[src/rtl/job_loader_pkg.sv]
// Shared miner definitions used by the job loader.
// Holds the loader FSM state encoding, the header layout (word order and
// indices), and the ChunkLength framing constants.
package job_loader_pkg;

  typedef enum logic [2:0] {
    ST_IDLE,
    ST_HDR,
    ST_TRIG,
    ST_PAYLOAD,
    ST_DRAIN
  } state_e;

  localparam int HDR_WORDS    = 17;

  // Header word order: GroupDirections, Groups, ChunkLength, Target[0..7], Nonce[0..5]
  localparam int IDX_GDIR     = 0;
  localparam int IDX_GROUPS   = 1;
  localparam int IDX_CHUNK    = 2;
  localparam int IDX_TARGET   = 3;
  localparam int IDX_NONCE    = 11;
  localparam int TARGET_WORDS = 8;
  localparam int NONCE_WORDS  = 6;

  // ChunkLength counts bytes: a fixed 24-byte nonce area followed by 4-byte payload words
  localparam int MIN_CHUNK    = 28;
  localparam int NONCE_BYTES  = 24;

endpackage

[src/rtl/job_loader_if.sv]
// Job-stream handshake bundle.
//   S_Valid_I / S_Data_I / S_Last_I : word, qualifier and end-of-frame marker
//   S_Ready_O                       : loader accepts the word this cycle
// master = stream source, slave = job_loader.
interface job_loader_if;
  logic        S_Valid_I;
  logic [31:0] S_Data_I;
  logic        S_Last_I;
  logic        S_Ready_O;

  modport master (output S_Valid_I, S_Data_I, S_Last_I, input S_Ready_O);
  modport slave  (input S_Valid_I, S_Data_I, S_Last_I, output S_Ready_O);
endinterface

[src/rtl/job_loader.sv]
// Job loader: parses a framed job stream into a header (shadowed, then
// committed atomically with a one-cycle UpdateTrigger_O pulse) followed by
// payload words written to miner memory.
// Ports:
//   Clk, Rst_n (async, active-low)
//   s               : job stream (slave side of job_loader_if)
//   ErrClr_I        : clears the sticky Err_O
//   GroupDirections_O, Groups_O, ChunkLength_O, Target_O, Nonce_O : committed job
//   UpdateTrigger_O : job-commit pulse
//   Wr_O, Data_O    : miner memory write strobe/data (one cycle after acceptance)
//   Busy_O, Err_O, JobCount_O : status
module job_loader #(
  parameter int MAX_WORDS = 66,
  parameter int HDR_WORDS = 17
) (
  input  logic             Clk,
  input  logic             Rst_n,
  job_loader_if.slave      s,
  input  logic             ErrClr_I,
  output logic [31:0]      GroupDirections_O,
  output logic [31:0]      Groups_O,
  output logic [31:0]      ChunkLength_O,
  output logic [7:0][31:0] Target_O,
  output logic [5:0][31:0] Nonce_O,
  output logic             UpdateTrigger_O,
  output logic             Wr_O,
  output logic [31:0]      Data_O,
  output logic             Busy_O,
  output logic             Err_O,
  output logic [31:0]      JobCount_O
);
  import job_loader_pkg::*;

  localparam int IDX_W = $clog2(HDR_WORDS);
  localparam int CNT_W = $clog2(MAX_WORDS + 1);

  state_e             state_q, state_d;
  logic [IDX_W-1:0]   idx_q, idx_d;
  logic [CNT_W-1:0]   cnt_q, cnt_d;
  logic [31:0]        shadow_q [HDR_WORDS];
  logic [31:0]        shadow_d [HDR_WORDS];
  logic [31:0]        commit_q [HDR_WORDS];
  logic [31:0]        commit_d [HDR_WORDS];
  logic               trig_q, trig_d;
  logic               wr_q, wr_d;
  logic [31:0]        data_q, data_d;
  logic [31:0]        jobs_q, jobs_d;
  logic               err_q, err_d;

  logic               acc, err_set, chunk_ok;
  logic [31:0]        chunk, pay_words;

  // Ready drops during reset and for the single commit cycle.
  assign s.S_Ready_O = Rst_n && (state_q != ST_TRIG);
  assign acc         = s.S_Valid_I && s.S_Ready_O;

  // ChunkLength is header word 2, so it is already in the shadow bank when
  // the final header word arrives.
  assign chunk     = shadow_q[IDX_CHUNK];
  assign chunk_ok  = (chunk >= 32'(MIN_CHUNK)) &&
                     (chunk <= 32'(NONCE_BYTES + 4*MAX_WORDS)) &&
                     (chunk[1:0] == 2'b00);
  assign pay_words = (chunk - 32'(NONCE_BYTES)) >> 2;

  always_comb begin
    state_d  = state_q;
    idx_d    = idx_q;
    cnt_d    = cnt_q;
    shadow_d = shadow_q;
    commit_d = commit_q;
    trig_d   = 1'b0;
    wr_d     = 1'b0;
    data_d   = data_q;
    jobs_d   = jobs_q;
    err_set  = 1'b0;
    case (state_q)
      // idx_q is 0 in IDLE, so IDLE and HDR share the header capture path.
      ST_IDLE, ST_HDR: if (acc) begin
        shadow_d[idx_q] = s.S_Data_I;
        if (s.S_Last_I) begin
          err_set = 1'b1;
          idx_d   = '0;
          state_d = ST_IDLE;
        end else if (idx_q == IDX_W'(HDR_WORDS-1)) begin
          idx_d = '0;
          if (chunk_ok) state_d = ST_TRIG;
          else begin
            err_set = 1'b1;
            state_d = ST_DRAIN;
          end
        end else begin
          idx_d   = idx_q + 1'b1;
          state_d = ST_HDR;
        end
      end
      ST_TRIG: begin
        commit_d = shadow_q;
        trig_d   = 1'b1;
        cnt_d    = pay_words[CNT_W-1:0];
        state_d  = ST_PAYLOAD;
      end
      ST_PAYLOAD: if (acc) begin
        wr_d   = 1'b1;
        data_d = s.S_Data_I;
        cnt_d  = cnt_q - 1'b1;
        if (cnt_q == CNT_W'(1)) begin
          if (s.S_Last_I) begin
            jobs_d  = jobs_q + 32'd1;
            state_d = ST_IDLE;
          end else begin
            err_set = 1'b1;
            state_d = ST_DRAIN;
          end
        end else if (s.S_Last_I) begin
          err_set = 1'b1;
          state_d = ST_IDLE;
        end
      end
      ST_DRAIN: if (acc && s.S_Last_I) state_d = ST_IDLE;
      default: state_d = ST_IDLE;
    endcase
    // A new error in the same cycle as a clear keeps the flag set.
    err_d = err_set | (err_q & ~ErrClr_I);
  end

  always_ff @(posedge Clk or negedge Rst_n) begin
    if (!Rst_n) begin
      state_q <= ST_IDLE;
      idx_q   <= '0;
      cnt_q   <= '0;
      trig_q  <= 1'b0;
      wr_q    <= 1'b0;
      data_q  <= '0;
      jobs_q  <= '0;
      err_q   <= 1'b0;
      for (int i = 0; i < HDR_WORDS; i++) begin
        shadow_q[i] <= '0;
        commit_q[i] <= '0;
      end
    end else begin
      state_q  <= state_d;
      idx_q    <= idx_d;
      cnt_q    <= cnt_d;
      trig_q   <= trig_d;
      wr_q     <= wr_d;
      data_q   <= data_d;
      jobs_q   <= jobs_d;
      err_q    <= err_d;
      shadow_q <= shadow_d;
      commit_q <= commit_d;
    end
  end

  always_comb begin
    GroupDirections_O = commit_q[IDX_GDIR];
    Groups_O          = commit_q[IDX_GROUPS];
    ChunkLength_O     = commit_q[IDX_CHUNK];
    for (int i = 0; i < TARGET_WORDS; i++) Target_O[i] = commit_q[IDX_TARGET+i];
    for (int i = 0; i < NONCE_WORDS; i++)  Nonce_O[i]  = commit_q[IDX_NONCE+i];
  end

  assign UpdateTrigger_O = trig_q;
  assign Wr_O            = wr_q;
  assign Data_O          = data_q;
  assign Busy_O          = (state_q != ST_IDLE);
  assign Err_O           = err_q;
  assign JobCount_O      = jobs_q;

endmodule

[src/flat_wrapper.sv]
// flat-port wrapper written by rule: the top's interface ports become plain ports
module job_loader_flat import job_loader_pkg::*;
#(
  parameter int MAX_WORDS = 66,
  parameter int HDR_WORDS = 17
)
  (Clk, Rst_n, ErrClr_I, GroupDirections_O, Groups_O, ChunkLength_O, Target_O, Nonce_O, UpdateTrigger_O, Wr_O, Data_O, Busy_O, Err_O, JobCount_O, s_S_Valid_I, s_S_Data_I, s_S_Last_I, s_S_Ready_O);
  job_loader_if s_i ();
  input  logic Clk;
  input  logic Rst_n;
  input  logic ErrClr_I;
  output logic [31:0] GroupDirections_O;
  output logic [31:0] Groups_O;
  output logic [31:0] ChunkLength_O;
  output logic [7:0][31:0] Target_O;
  output logic [5:0][31:0] Nonce_O;
  output logic UpdateTrigger_O;
  output logic Wr_O;
  output logic [31:0] Data_O;
  output logic Busy_O;
  output logic Err_O;
  output logic [31:0] JobCount_O;
  input wire logic [$bits(s_i.S_Valid_I)-1:0] s_S_Valid_I;
  input wire logic [$bits(s_i.S_Data_I)-1:0] s_S_Data_I;
  input wire logic [$bits(s_i.S_Last_I)-1:0] s_S_Last_I;
  output wire logic [$bits(s_i.S_Ready_O)-1:0] s_S_Ready_O;
  assign s_i.S_Valid_I = s_S_Valid_I;
  assign s_i.S_Data_I = s_S_Data_I;
  assign s_i.S_Last_I = s_S_Last_I;
  assign s_S_Ready_O = s_i.S_Ready_O;
  job_loader #(.MAX_WORDS(MAX_WORDS), .HDR_WORDS(HDR_WORDS)) u_core (.Clk(Clk), .Rst_n(Rst_n), .s(s_i), .ErrClr_I(ErrClr_I), .GroupDirections_O(GroupDirections_O), .Groups_O(Groups_O), .ChunkLength_O(ChunkLength_O), .Target_O(Target_O), .Nonce_O(Nonce_O), .UpdateTrigger_O(UpdateTrigger_O), .Wr_O(Wr_O), .Data_O(Data_O), .Busy_O(Busy_O), .Err_O(Err_O), .JobCount_O(JobCount_O));
endmodule
[config.mk]
export PLATFORM = sky130hd
export DESIGN_NAME = job_loader_flat
export DESIGN_NICKNAME = d
export VERILOG_FILES = /design/src/rtl/job_loader_pkg.sv /design/src/rtl/job_loader_if.sv /design/src/rtl/job_loader.sv /design/src/flat_wrapper.sv
export SDC_FILE = /design/constraint.sdc
export NUM_CORES = 2
export LEC_CHECK = 0
export ABC_AREA = 1
export BUFFER_PORTS_ARGS = -buffer_cell sky130_fd_sc_hd__buf_2
export CORE_ASPECT_RATIO = 1.2
export CORE_MARGIN = 3
export CORE_UTILIZATION = 45
export CTS_CLUSTER_DIAMETER = 150
export DETAILED_ROUTE_END_ITERATION = 7
export GPL_TIMING_DRIVEN = 0
export PLACE_DENSITY_LB_ADDON = 0.05
export SLEW_MARGIN = 25
export SYNTH_ARGS = -nofsm -noshare
export SYNTH_HDL_FRONTEND = slang
export SYNTH_SLANG_ARGS = --single-unit
[constraint.sdc]
create_clock -name Clk -period 2.05 [get_ports Clk]
set_clock_uncertainty 0.2 [all_clocks]
set_input_delay 0.41 -clock Clk [delete_from_list [all_inputs] [get_ports Clk]]
set_output_delay 0.41 -clock Clk [all_outputs]
set_load 0.02 [all_outputs]
# ---- Word level (Yosys, flattened, before mapping)
# Cells that the tools add are included.
dict set report op_classes {
  n_addsub 4
  n_lt_le_gt_ge 4
  eq_ne 11
  muxes 29
  bitwise 4
  n_reduce_logical 16
}
# cell n
set ops {}
lappend ops {{$bwmux 544} 1}
lappend ops {{$demux 32 s5} 1}
lappend ops {{$add 32x1->32 const B} 1}
lappend ops {{$ge 32x5->1 const B} 1}
lappend ops {{$le 32x9->1 const B} 1}
lappend ops {{$mux 32} 1}
lappend ops {{$mux 3} 9}
lappend ops {{$pmux 7 s2} 1}
lappend ops {{$pmux 3 s4} 1}
lappend ops {{$mux 1} 11}
lappend ops {{$mux 5} 2}
lappend ops {{$sub 9x5->9 const B} 1}
lappend ops {{$reduce_and 4->1} 2}
lappend ops {{$eq 7x1->1 const B} 1}
lappend ops {{$mux 7} 1}
lappend ops {{$sub 7x1->7 const B} 1}
lappend ops {{$eq 3x2->1 const B} 2}
lappend ops {{$ge 6x6->1 const B} 1}
lappend ops {{$logic_and 1x1->1} 6}
lappend ops {{$lt 6x1->1 const B} 1}
lappend ops {{$ne 2x1->1 const B} 3}
lappend ops {{$ne 3x2->1 const B} 2}
lappend ops {{$not 5->6} 1}
lappend ops {{$reduce_and 2->1} 3}
lappend ops {{other kinds (13)} 13}
dict set report totals {
  regBits 1170
  input_bits 37
  out_inout_bits 613
}

# ---- Depth between registers and ports, before layout
dict set report logic_depth {
  word_depth 9
  ltp_mapped 12
  mapped_depth_nobuf 12
}

# ---- Least setup slack after synthesis
# OpenSTA, ideal clock, no wires.
dict set report synth_path {
  path_type {reg-to-output}
  start {reg u_core.state_q[0]}
  end {out s_S_Ready_O}
  arrival_time_ps 1528
  setup_slack_ps -88
  path_stages_with_launch 8
  path_cell_list {dfrtp_1 inv_2 nand3_4 buf_2 clkbuf_1 clkbuf_1 nand2_1 inv_1}
}
dict set report synth_between {
  elab_chain_cells 2
}
# item line
set synth_rtl {}
lappend synth_rtl {{from (decl)} job_loader.sv:37} ;# state_e state_q, state_d;
lappend synth_rtl {{from (signal assigned)} job_loader.sv:141} ;# state_q <= state_d;
lappend synth_rtl {{$ne 3x2->1} job_loader.sv:54} ;# assign s.S_Ready_O = Rst_n && (state_q != ST_TRIG);
lappend synth_rtl {{$logic_and 1x1->1} job_loader.sv:54}
lappend synth_rtl {{to (decl)} flat_wrapper.sv:26} ;# output wire logic [$bits(s_i.S_Ready_O)-1:0] s_S_Ready_O;
# No other way between the ends.

# ---- Final worst setup path
dict set report layout_path {
  start {reg u_core.state_q[0]}
  end {reg u_core.shadow_q[314] (netlist bit)}
}
dict set report layout_between {
  elab_chain_cells 4
}
# item line
set layout_rtl {}
lappend layout_rtl {{$ne 3x2->1} job_loader.sv:54}
lappend layout_rtl {{$logic_and 1x1->1} job_loader.sv:54}
lappend layout_rtl {{$logic_and 1x1->1} job_loader.sv:55} ;# assign acc = s.S_Valid_I && s.S_Ready_O;
lappend layout_rtl {{$reduce_and 2->1 (no source line) (*)} -}
lappend layout_rtl {{to (signal assigned)} job_loader.sv:149} ;# shadow_q <= shadow_d;
lappend layout_rtl {{to (decl)} job_loader.sv:40} ;# logic [31:0] shadow_q [HDR_WORDS];
# Every way passes the cells marked *; elsewhere a longest branch is shown, timed or not.
# A chain may end at the register's enable or synchronous reset.

==> results.md <==
- The total leakage power is 31.13 nW.
- The share of total power dissipated in the clock network is 30.0%.
- In this run the power spent charging and discharging nets is 28.59 mW.
- The initial antenna violation count came to 4.
- For met1 alone, demand over resource in global routing was 39.10%.
- In this run the power density over the cells is 1356 nW/um2.
- The worst hold margin is -120.2 ps.
- At the pin with the least slew margin, the transition time is 1081 ps.
- The worst IR drop on VDD is 0.8717 mV.
- The power consumption is 77.24 mW.
- The slowest stage cell on the critical path is dfrtp_1.
- The part of the cycle the worst path needs is 125.3%.
- The path class of the tightest hold or removal check is input port to async pin.
- The highest achievable clock rate is 389.4 MHz.
- The CTS buffer count is 116.
- The total routed wirelength is 160,100 um.
- The slack of the worst reg-to-reg path is -520 ps.
- The die is 348.4 um tall.
- The post-route netlist has 22.10% of its cells at a drive strength greater than 1.
- The number of port buffers is 649.
- On the critical path the largest part of the delay comes from buffers and inverters.
- The number of vias after detailed routing is 35,970.
- Counting both buffers and inverters, the worst setup path holds a total of 10.
- Routability-driven placement finished with a final weighted congestion of 0.8678.
- In this run, synthesis inferred 0 flip-flops with an integrated enable.
- The via count of the first global-routing pass is 35,550.
- The number of nets in the synthesized netlist is 4,744.
- In this run, synthesis produced a sequential element count of 1,170.
- The nature of the critical path startpoint is a register.
- After Yosys synthesis, XOR and XNOR cells account for 0.5380% of the synthesized area.
- The synthesized cell area is 43,960 um2.
- The count of final max-slew check failures is 0.
- After synthesis, the largest family of logic cells by area is simple AND/OR/NAND/NOR gates.
- The checks that failed: negative hold slack, negative setup slack.
- The final worst setup slack is -518.0 ps.
- The proportion of total power due to net switching is 37.01%.
- The average instance area after synthesis is 9.357 um2.
- The simple logic cell fraction of the synthesized area is 22.07%.
- After synthesis, the share of cell area in mux cells is 0%.
- The tree is rooted in a clkbuf_16.
- The final-stage net count is 5,670.
- Summed over all layers, the global routing overflow is 0.
- The required time at the endpoint of the critical path is 2380 ps.
- For this run, global-route usage on met3 was measured as 7.567%.
- On the worst path, the slowest cell contributes a delay of 370 ps.
- The floorplan step set the die width to 291.3 um.
- The first detailed-routing pass ran for 5 iterations.
- The signal on the critical path passes through inv_2 -> nand3_4 -> buf_4 -> buf_6 -> buf_6 -> nand3_4 -> inv_4 -> nand2_8 -> buf_12 -> nor3_4 -> buf_6 -> nand2_4 -> buf_6 -> buf_6 -> clkbuf_16 -> nand2_1 -> o21ai_1.
- For this configuration, the core starts out at a cell density of 45.77%.
- The number of hold-slack violations in the final timing report is 219.
- The routing usage on met2 is 51.96%.
- The predominant post-synthesis flop cell is dfrtp_1.
- By instance count, the cell type seen most on the critical path is buf_6.
- The flow ran to the end, but the final reports show violations.
- The worst relative slew slack is 27.91%.
- The internal power consumption is 48.66 mW.
- The arrival time at the worst endpoint is 2900 ps.
- The area of the core region is 96,040 um2.
- The count of nets left with antenna violations once routing finished came out at 0.
- Summing the sequential cell areas from Yosys gives 66.60% of the chip area.
- The area share of fa/ha/maj cells after synthesis is 0.2562%.
- CTS saw 1,170 sinks.
- After technology mapping, the gate count stands at 4,698.
- The number of DRC markers in iteration 0 is 2,602.
- The layout has 8,616 filler cells.
- Entering global routing, the biggest net connects 129 pins.
- The average via count per standard cell is 5.150.
- Dividing the detail-routed wire length by the instance count gives 22.93 um.
- Yosys printed 0 warnings.
- The post-place setup slack is -1977 ps.
- The highest-utilization routing layer at the global route stage is met2.
- The combinational group share of total power is 29.3%.
- The post-CTS clock slew at the launch and capture registers of the worst setup and hold paths is 60 ps.
- The floorplan step defined a die boundary enclosing 101,500 um2.
- The minimum clock period is 2568 ps.
- Global routing consumed, over all layers together, 31.07% of the routing resources.
- The final setup violation count is 988.
- Compared with the post-synthesis result, the final layout area differs by 29.63%.
- By startpoint and endpoint, the worst setup path is classified as register to register.
- The tool flagged a number of max-cap violations equal to 0.
- Sequential cells burn 40.6% of the power.
- The half-perimeter wire length after placement is 108,900 um.
- TritonCTS built the clock tree.
- During I/O placement, the number of pins put on the boundary was 650.
- The maximum fanout along the worst path is 10.
- The number of placement rows is 124.
- The maximum number of buffers from clock root to sink is 3.
- For the worst-skew pair, the clock arrives at the later sink with an insertion delay of 690 ps.
- The H-tree was split into 3 levels.
- The synthesized netlist contains 38 unique library cells.
- The compound-cell area share of the yosys netlist is 7.193%.
- Setup repair after global routing could not meet its margin everywhere.
- The worst setup path is captured at a register.
- For this run, asynchronously set or reset flops after synthesis account for 100.0%.
- In the routed design, unresolved DRC markers number 0.
- The first-pass GRT wire length is 234,600 um.
Yosys cell counts (all sizes together) (5+ instances only):
| library cell | number | share of area, % |
|---|---|---|
| nand2 | 2297 | 20 |
| dfrtp | 1170 | 67 |
| o21ai | 582 | 6.6 |
| clkbuf | 212 | 1.8 |
| nor2 | 114 | 1.0 |
| inv | 102 | 0.88 |
| buf | 56 | 0.64 |
| a21oi | 41 | 0.47 |
| nand3 | 38 | 0.64 |
| nor3 | 23 | 0.31 |
| xor2 | 15 | 0.30 |
| nand4 | 12 | 0.31 |
| xnor2 | 12 | 0.24 |
| ha | 9 | 0.26 |
| nand3b | 5 | 0.10 |
final cells by class:
class | instances | area [um2] | area share, %
antenna | 1 | 2.502 | 0.004391
buffer | 263 | 2356 | 4.135
clock buffer | 173 | 3500 | 6.141
clock inverter | 44 | 683.2 | 1.199
inverter | 103 | 414.1 | 0.7268
multi-input combinational | 3160 | 13550 | 23.78
sequential | 1170 | 29280 | 51.38
tap | 1260 | 1577 | 2.767
timing repair buffer | 810 | 5620 | 9.863
cell usage in the layout (no fill, tap or decap), drive strengths merged, types with 9 or more instances in the layout:
cell,Yosys,routed
buf,56,848
xor2,15,15
a21oi,41,41
dfrtp,1170,1170
bufinv,0,16
o21ai,582,582
nand4,12,12
nor2,114,114
xnor2,12,12
clkbuf,212,385
nand3,38,39
ha,9,9
inv,102,104
nand2,2297,2299
nor3,23,23
clkinv,1,23
per-layer routing:
layer	wire length, um	vias up	share of wire, %
met5	0	-	0
met4	7024	0	4.4
met3	12210	256	7.6
met2	77890	1205	49
met1	63030	17870	39
li1	-	16640	-
worst register-to-register path, cell delays in order, from the launching register on:
cell	delay, ps
dfrtp_1	370
inv_2	60
nand3_4	110
buf_4	120
buf_6	80
buf_6	90
nand3_4	80
inv_4	120
nand2_8	80
buf_12	140
nor3_4	240
buf_6	140
nand2_4	50
buf_6	140
buf_6	120
clkbuf_16	160
nand2_1	60
o21ai_1	60
cell families (layout without fill, tap and decap cells):
logic type                 Yosys count  after routing
AOI/OAI and AO/OA                  629            629
xor gates and xnor gates            27             27
adders and majority gates            9              9
buffers and inverters              371           1393
DFF                               1170           1170
other                                0              1
and+or+nand+nor                   2492           2495
through the flow:
| stage | TNS [ps] | utilization, % | hold slack, ps | cell area (um2) | std cells |
|---|---|---|---|---|---|
| 2_1_floorplan | 0 | - | -85.59 | 43960 | 4698 |
| 3_3_place_gp | - | 50.80 | 248.7 | 48790 | 6607 |
| 3_5_place_dp | -1278630 | 51.12 | 132.8 | 49100 | 6617 |
| 4_1_cts | -184160 | 58.84 | -94.45 | 56510 | 6962 |
| 5_1_grt | -302900 | 59.33 | -80.48 | 56980 | 6983 |
| 6_report | -216870 | 59.33 | -120.2 | 56980 | 6984 |
repair_timing:
item,CTS,global route
hold endpoints to repair,558,82
gates cloned,30,7
buffers inserted,87,14
hold buffers,12,5
endpoints found under the setup margin,1131,1108
pin swaps,7,3
resized for setup,502,131
worst paths after layout:
kind	to	startpoint	depth (start not counted)
max	u_core.shadow_q[314]	u_core.state_q[0]	17
min	u_core.Target_O[85]	Rst_n	5
max reg2reg	u_core.shadow_q[314]	u_core.state_q[0]	17
min reg2reg	u_core.GroupDirections_O[17]	u_core.shadow_q[529]	2
max in group asynchronous	u_core.Groups_O[11]	Rst_n	6
min in group Clk	u_core.shadow_q[319]	s_S_Data_I[31]	3
registers in the layout (all words and copies together) (netlist names):
signal / cells
u_core.shadow_q: 512
u_core.Target_O: 256
u_core.Nonce_O: 192
u_core.ChunkLength_O: 32
u_core.Data_O: 32
u_core.GroupDirections_O: 32
u_core.Groups_O: 32
u_core.JobCount_O: 32
u_core.chunk: 32
u_core.cnt_q: 7
u_core.idx_q: 5
u_core.state_q: 3
u_core.Err_O: 1
u_core.UpdateTrigger_O: 1
u_core.Wr_O: 1
power groups by stage:
stage          Sequential [mW]  Combinational, mW  Clock [mW]
5_1_grt                   31.8               24.6        24.5
2_1_floorplan             33.9               9.03           0
4_1_cts                   31.3               22.5        23.5
6_report                  31.4               22.6        23.2
3_3_place_gp              31.3               19.5           0
3_5_place_dp              31.7               20.7           0
(Power assumes the default switching activity.)
